==> src/rtl/delay_tap_ctrl.sv <==
//==============================================================================
// Module      : delay_tap_ctrl
// Description : Tap controller for a step/load programmable delay element.
//               It tracks the element's current tap code and walks it one tap
//               at a time to a requested target. Each MOVE strobe is followed
//               by MOVE_GAP idle cycles. A reload request pulses LOADN so the
//               element reloads DEL_VALUE.
// Revision    : 1.0 - initial release
//
// Configuration macro:
//   DELAY_TAP_CTRL_CFLAG_EN - when defined, CFLAG high during a MOVE cycle
//                             aborts the walk: TAP is held, ERR is set and
//                             the operation completes with ACK on the next
//                             cycle. When undefined, CFLAG is ignored and
//                             ERR is tied low.
//
// Parameters:
//   DEL_VALUE  - tap code loaded by LOADN (0..127); also the TAP reset value
//   MOVE_GAP   - idle cycles after every MOVE pulse (1..15)
//
// Ports:
//   CLK        in   1  clock, rising edge
//   RST        in   1  asynchronous active-high reset
//   REQ        in   1  move-to-target request (sampled in IDLE only)
//   TARGET     in   7  requested tap code, captured on REQ acceptance
//   RELOAD     in   1  reload request (sampled in IDLE only, beats REQ)
//   CFLAG      in   1  delay-element limit flag, valid while MOVE is high
//   LOADN      out  1  active-low load strobe
//   MOVE       out  1  single-cycle step strobe
//   DIRECTION  out  1  0 = increase delay, 1 = decrease delay
//   TAP        out  7  tracked tap code
//   BUSY       out  1  operation in progress (through the ACK cycle)
//   ACK        out  1  one-cycle completion pulse
//   ERR        out  1  sticky limit error
//==============================================================================

`default_nettype none

module delay_tap_ctrl #(
   parameter int unsigned DEL_VALUE = 0,
   parameter int unsigned MOVE_GAP  = 2
) (
   input  logic       CLK,
   input  logic       RST,
   input  logic       REQ,
   input  logic [6:0] TARGET,
   input  logic       RELOAD,
   input  logic       CFLAG,
   output logic       LOADN,
   output logic       MOVE,
   output logic       DIRECTION,
   output logic [6:0] TAP,
   output logic       BUSY,
   output logic       ACK,
   output logic       ERR
);

   localparam logic [6:0] TAP_INIT = 7'(DEL_VALUE);
   localparam logic [3:0] GAP_LAST = 4'(MOVE_GAP - 1);

   typedef enum logic [2:0] {
      IDLE = 3'd0,
      LOAD = 3'd1,
      STEP = 3'd2,
      GAP  = 3'd3,
      DONE = 3'd4
   } state_t;

   state_t     state;
   logic [6:0] target_q;
   logic [3:0] gap_cnt;
   // Cleared by reset and set on the first clock afterwards, so nothing is
   // accepted on the edge that immediately follows reset release.
   logic       armed;

`ifdef DELAY_TAP_CTRL_CFLAG_EN
   logic       err_q;
   assign ERR = err_q;
`else
   // CFLAG has no function in this build.
   logic unused_cflag;
   assign unused_cflag = CFLAG;
   assign ERR          = 1'b0;
`endif

   // Every output is registered and assigned together with the next state,
   // so MOVE is high exactly in STEP, LOADN low exactly in LOAD and ACK high
   // exactly in DONE.
   always_ff @(posedge CLK or posedge RST) begin
      if (RST) begin
         state     <= IDLE;
         TAP       <= TAP_INIT;
         target_q  <= TAP_INIT;
         gap_cnt   <= 4'd0;
         armed     <= 1'b0;
         LOADN     <= 1'b1;
         MOVE      <= 1'b0;
         DIRECTION <= 1'b0;
         BUSY      <= 1'b0;
         ACK       <= 1'b0;
`ifdef DELAY_TAP_CTRL_CFLAG_EN
         err_q     <= 1'b0;
`endif
      end else begin
         armed <= 1'b1;
         // Strobes default to inactive; the state branches raise them.
         LOADN <= 1'b1;
         MOVE  <= 1'b0;
         ACK   <= 1'b0;

         case (state)
            IDLE: begin
               if (armed) begin
                  if (RELOAD) begin
                     state <= LOAD;
                     LOADN <= 1'b0;
                     BUSY  <= 1'b1;
                  end else if (REQ) begin
                     target_q  <= TARGET;
                     BUSY      <= 1'b1;
                     // Direction is fixed for the whole walk.
                     DIRECTION <= (TARGET < TAP);
`ifdef DELAY_TAP_CTRL_CFLAG_EN
                     err_q     <= 1'b0;
`endif
                     if (TARGET == TAP) begin
                        state <= DONE;
                        ACK   <= 1'b1;
                     end else begin
                        state <= STEP;
                        MOVE  <= 1'b1;
                     end
                  end
               end
            end

            LOAD: begin
               TAP   <= TAP_INIT;
               state <= DONE;
               ACK   <= 1'b1;
            end

            STEP: begin
`ifdef DELAY_TAP_CTRL_CFLAG_EN
               // Element at its limit: the step did not happen, so the tap
               // is held and the walk ends without the gap.
               if (CFLAG) begin
                  err_q <= 1'b1;
                  state <= DONE;
                  ACK   <= 1'b1;
               end else
`endif
               begin
                  TAP     <= DIRECTION ? (TAP - 7'd1) : (TAP + 7'd1);
                  state   <= GAP;
                  gap_cnt <= GAP_LAST;
               end
            end

            GAP: begin
               if (gap_cnt == 4'd0) begin
                  if (TAP == target_q) begin
                     state <= DONE;
                     ACK   <= 1'b1;
                  end else begin
                     state <= STEP;
                     MOVE  <= 1'b1;
                  end
               end else begin
                  gap_cnt <= gap_cnt - 4'd1;
               end
            end

            DONE: begin
               state <= IDLE;
               BUSY  <= 1'b0;
            end

            default: begin
               state <= IDLE;
               BUSY  <= 1'b0;
            end
         endcase
      end
   end

endmodule

`default_nettype wire
==> config.mk <==
export PLATFORM = sky130hd
export DESIGN_NAME = delay_tap_ctrl
export DESIGN_NICKNAME = d
export VERILOG_FILES = /design/src/rtl/delay_tap_ctrl.sv
export SDC_FILE = /design/constraint.sdc
export NUM_CORES = 1
export LEC_CHECK = 0
export ABC_AREA = 1
export CAP_MARGIN = 30
export CORE_MARGIN = 5
export CORE_UTILIZATION = 50
export CTS_CLUSTER_DIAMETER = 30
export DETAILED_ROUTE_END_ITERATION = 6
export GPL_ROUTABILITY_DRIVEN = 0
export HOLD_SLACK_MARGIN = 0.1
export PLACE_DENSITY = 0.78
export SYNTH_ARGS = -nofsm -noshare
export SYNTH_HDL_FRONTEND = slang
export SYNTH_SLANG_ARGS = --single-unit
==> constraint.sdc <==
create_clock -name CLK -period 4.2 [get_ports CLK]
set_input_delay 0.42 -clock CLK [delete_from_list [all_inputs] [get_ports CLK]]
set_output_delay 0.42 -clock CLK [all_outputs]
set_load 0.02 [all_outputs]
==> impl_metrics.yaml <==
status:
  status: "completed"
setup_path:
  slowest_delay_ns: 0.68
  setup.worst_path.end_class: "output pin"
  path_cells: "clkdlybuf4s50_1"
  crit_family: "buffers and inverters"
  start_kind: "flip-flop"
  cp_data_arrival_time_ns: 1.60
  regToRegSetupSlack_ns: 2.52
  criticalPathCategory: "flip-flop to output pin"
  required_ns: 3.78
  cp_num_buf_inv: 1
  slowest_stage: "clkdlybuf4s50_1"
  crit_fanout: 9
sta:
  skew_ns: 0.00910
  slew_headroom: 0.659
  slew_violations: 0
  setup_tns_ns: 0
  period_share: 0.481
  setup_slack_ns: 2.18
  max_freq_mhz: 495
  rsz0062_at_grt: "no"
  holdWs_ns: 0.397
  period_needed_ns: 2.02
  hold_viol_final: 0
  setup_violations: 0
  tightest_slew_ns: 0.511
logic_synthesis:
  synth_nets: 237
  synth_cells: 211
  synth_cell_types: 25
  ys_warn_count: 0
  seq_area_frac_synth: 0.415
  synth-seq-cells: 27
  syn_area_um2: 1630
  syn_area_per_cell_um2: 7.73
clock_tree:
  cts_made_buffers: 3
  cts_hold_buf: 0
  path_clk_slew_ns: 0.15
  cts_tree: "built"
  postCtsSetupBuffers: 0
  htree_levels: 1
  post_cts_resized: 0
  cts_sinks: 27
  root_buffer: "clkbuf_4"
  clk_path_buf_depth: 2
  clkLatencyLatePin_ns: 0.33
die:
  fp.dieArea_um2: 4500
  io-pin-count: 25
  chipHeight_um: 67.1
  core_um2: 3100
  start_util: 0.525
  fp.dieW_um: 67.1
  fp-row-count: 20
finish:
  drive_gt1_frac: 0.0466
  fin_nets: 263
  antenna_cells: 0
  syn2layout_area_growth_pct: 19.3
power:
  vdd.ir_drop.worst_mv: 0.280
  leakage_uw: 0.000981
  cellPowerDensity_nw_per_um2: 632
detailed_routing:
  wl_per_cell_um: 11.0
  via_per_inst: 4.87
  vias: 1364
  drtIter0Drc: 75
  wl_um: 3090
  final_antenna_net_count: 0
  drtPass1Iterations: 4
  drc_errors: 0
global_route:
  grt_pass1_vias: 1220
  grt-ovfl-total: 0
  grt_start_max_net_pins: 18
  grt_use_total: 0.154
  antenna_found_initial: 0
  grt_util_met3: 0.0287
  met2_usage: 0.248
  grtUsageMet1: 0.212
  grt.busiest_layer: "met2"
  grt_pass1_wl_um: 5310
place:
  dp_slack_ns: 2.28
  numPortBuffers: 22
  hpwl_um: 2530
flow_run:
  maxCapViolCount: 0
worst_hold_path:
  hold_path.class: "primary input to async pin"
## cell usage after synthesis
cell type | instances | area (um2)
nand4_1 | 5 | 31.3
buf_4 | 1 | 7.51
o22ai_1 | 3 | 18.8
dfstp_2 | 1 | 26.3
nand2_1 | 68 | 255
nor2_4 | 1 | 11.3
conb_1 | 2 | 7.51
fa_1 | 1 | 20.0
buf_6 | 1 | 11.3
a31oi_1 | 1 | 6.26
xnor2_1 | 4 | 35.0
xor2_1 | 1 | 8.76
inv_1 | 31 | 116
dfrtp_1 | 26 | 651
ha_1 | 13 | 163
clkinv_1 | 1 | 3.75
o211ai_1 | 1 | 7.51
nand2_2 | 2 | 12.5
nand3_2 | 1 | 10.0
nor3_1 | 3 | 15.0
a21oi_1 | 6 | 30.0
nor3_2 | 1 | 10.0
o21ai_0 | 15 | 75.1
nand3_1 | 12 | 60.1
nor2_1 | 10 | 37.5
## layer usage
metal  vias to the layer above  wire length, um
met3                         4              150
met2                        26             1370
met1                       613             1540
met4                         0               28
met5                         -                0
li1                        721                -
## cells by family after synthesis
| group | count (synthesis) | share of synthesized area |
|---|---|---|
| xor gates and xnor gates | 5 | 0.0269 |
| DFF | 27 | 0.415 |
| and+or+nand+nor | 103 | 0.272 |
| other | 2 | 0.00461 |
| AOI/OAI and AO/OA | 26 | 0.0844 |
| adders and majority gates | 14 | 0.112 |
| buffers and inverters | 34 | 0.0852 |
## cell type report
class                           count  area, um2
Clock buffer                        3       22.5
Clock inverter                      1       7.51
Fill cell                         289       1160
Inverter                           32        120
Multi-Input combinational cell    150        815
Sequential cell                    27        677
Tap cell                           44       55.1
Timing Repair Buffer               23        248
## stage by stage
stage	utilization	total power (uW)	area, um2	cells
finish	0.627	1230	1940	280
CTS	0.627	1240	1940	280
detailed placement	0.617	1120	1910	276
floorplan	-	927	1630	211
global route	0.627	1360	1940	280
global placement	0.608	1100	1890	275
## power by group
group | internal, uW | switching (uW) | total (uW)
Combinational | 273 | 386 | 659
Sequential | 362 | 93.9 | 456
Clock | 36.4 | 77.9 | 114
## placed cells by master (no fill, tap or decap), drive strengths merged
master / instances
nand2: 70
inv: 31
dfrtp: 26
clkdlybuf4s50: 22
o21ai: 15
ha: 13
nand3: 13
nor2: 11
a21oi: 6
nand4: 5
xnor2: 4
nor3: 4
o22ai: 3
clkbuf: 3
conb: 2
dfstp: 1
clkinv: 1
xor2: 1
a31oi: 1
o211ai: 1
fa: 1
clkinvlp: 1
buf: 1
## final timing paths
kind,start,cells past startpoint,end
worst min-delay path,RST,2,target_q[0]$_DFFE_PP0P_
worst max-delay path,DIRECTION$_DFFE_PP0P_,1,DIRECTION
worst min register to register,target_q[2]$_DFFE_PP0P_,2,target_q[2]$_DFFE_PP0P_
min in group CLK,target_q[2]$_DFFE_PP0P_,2,target_q[2]$_DFFE_PP0P_
max in group asynchronous,RST,3,LOADN$_DFF_PP1_
worst max register to register,DIRECTION$_DFFE_PP0P_,7,TAP[6]$_DFFE_PP0P_
## registers in the layout, indices dropped and copies added, names as in the netlist, 3 cells and up
register / cells
TAP: 7
state: 3
gap_cnt: 4
target_q: 7
Note: power is estimated with default switching activity, not from simulation.
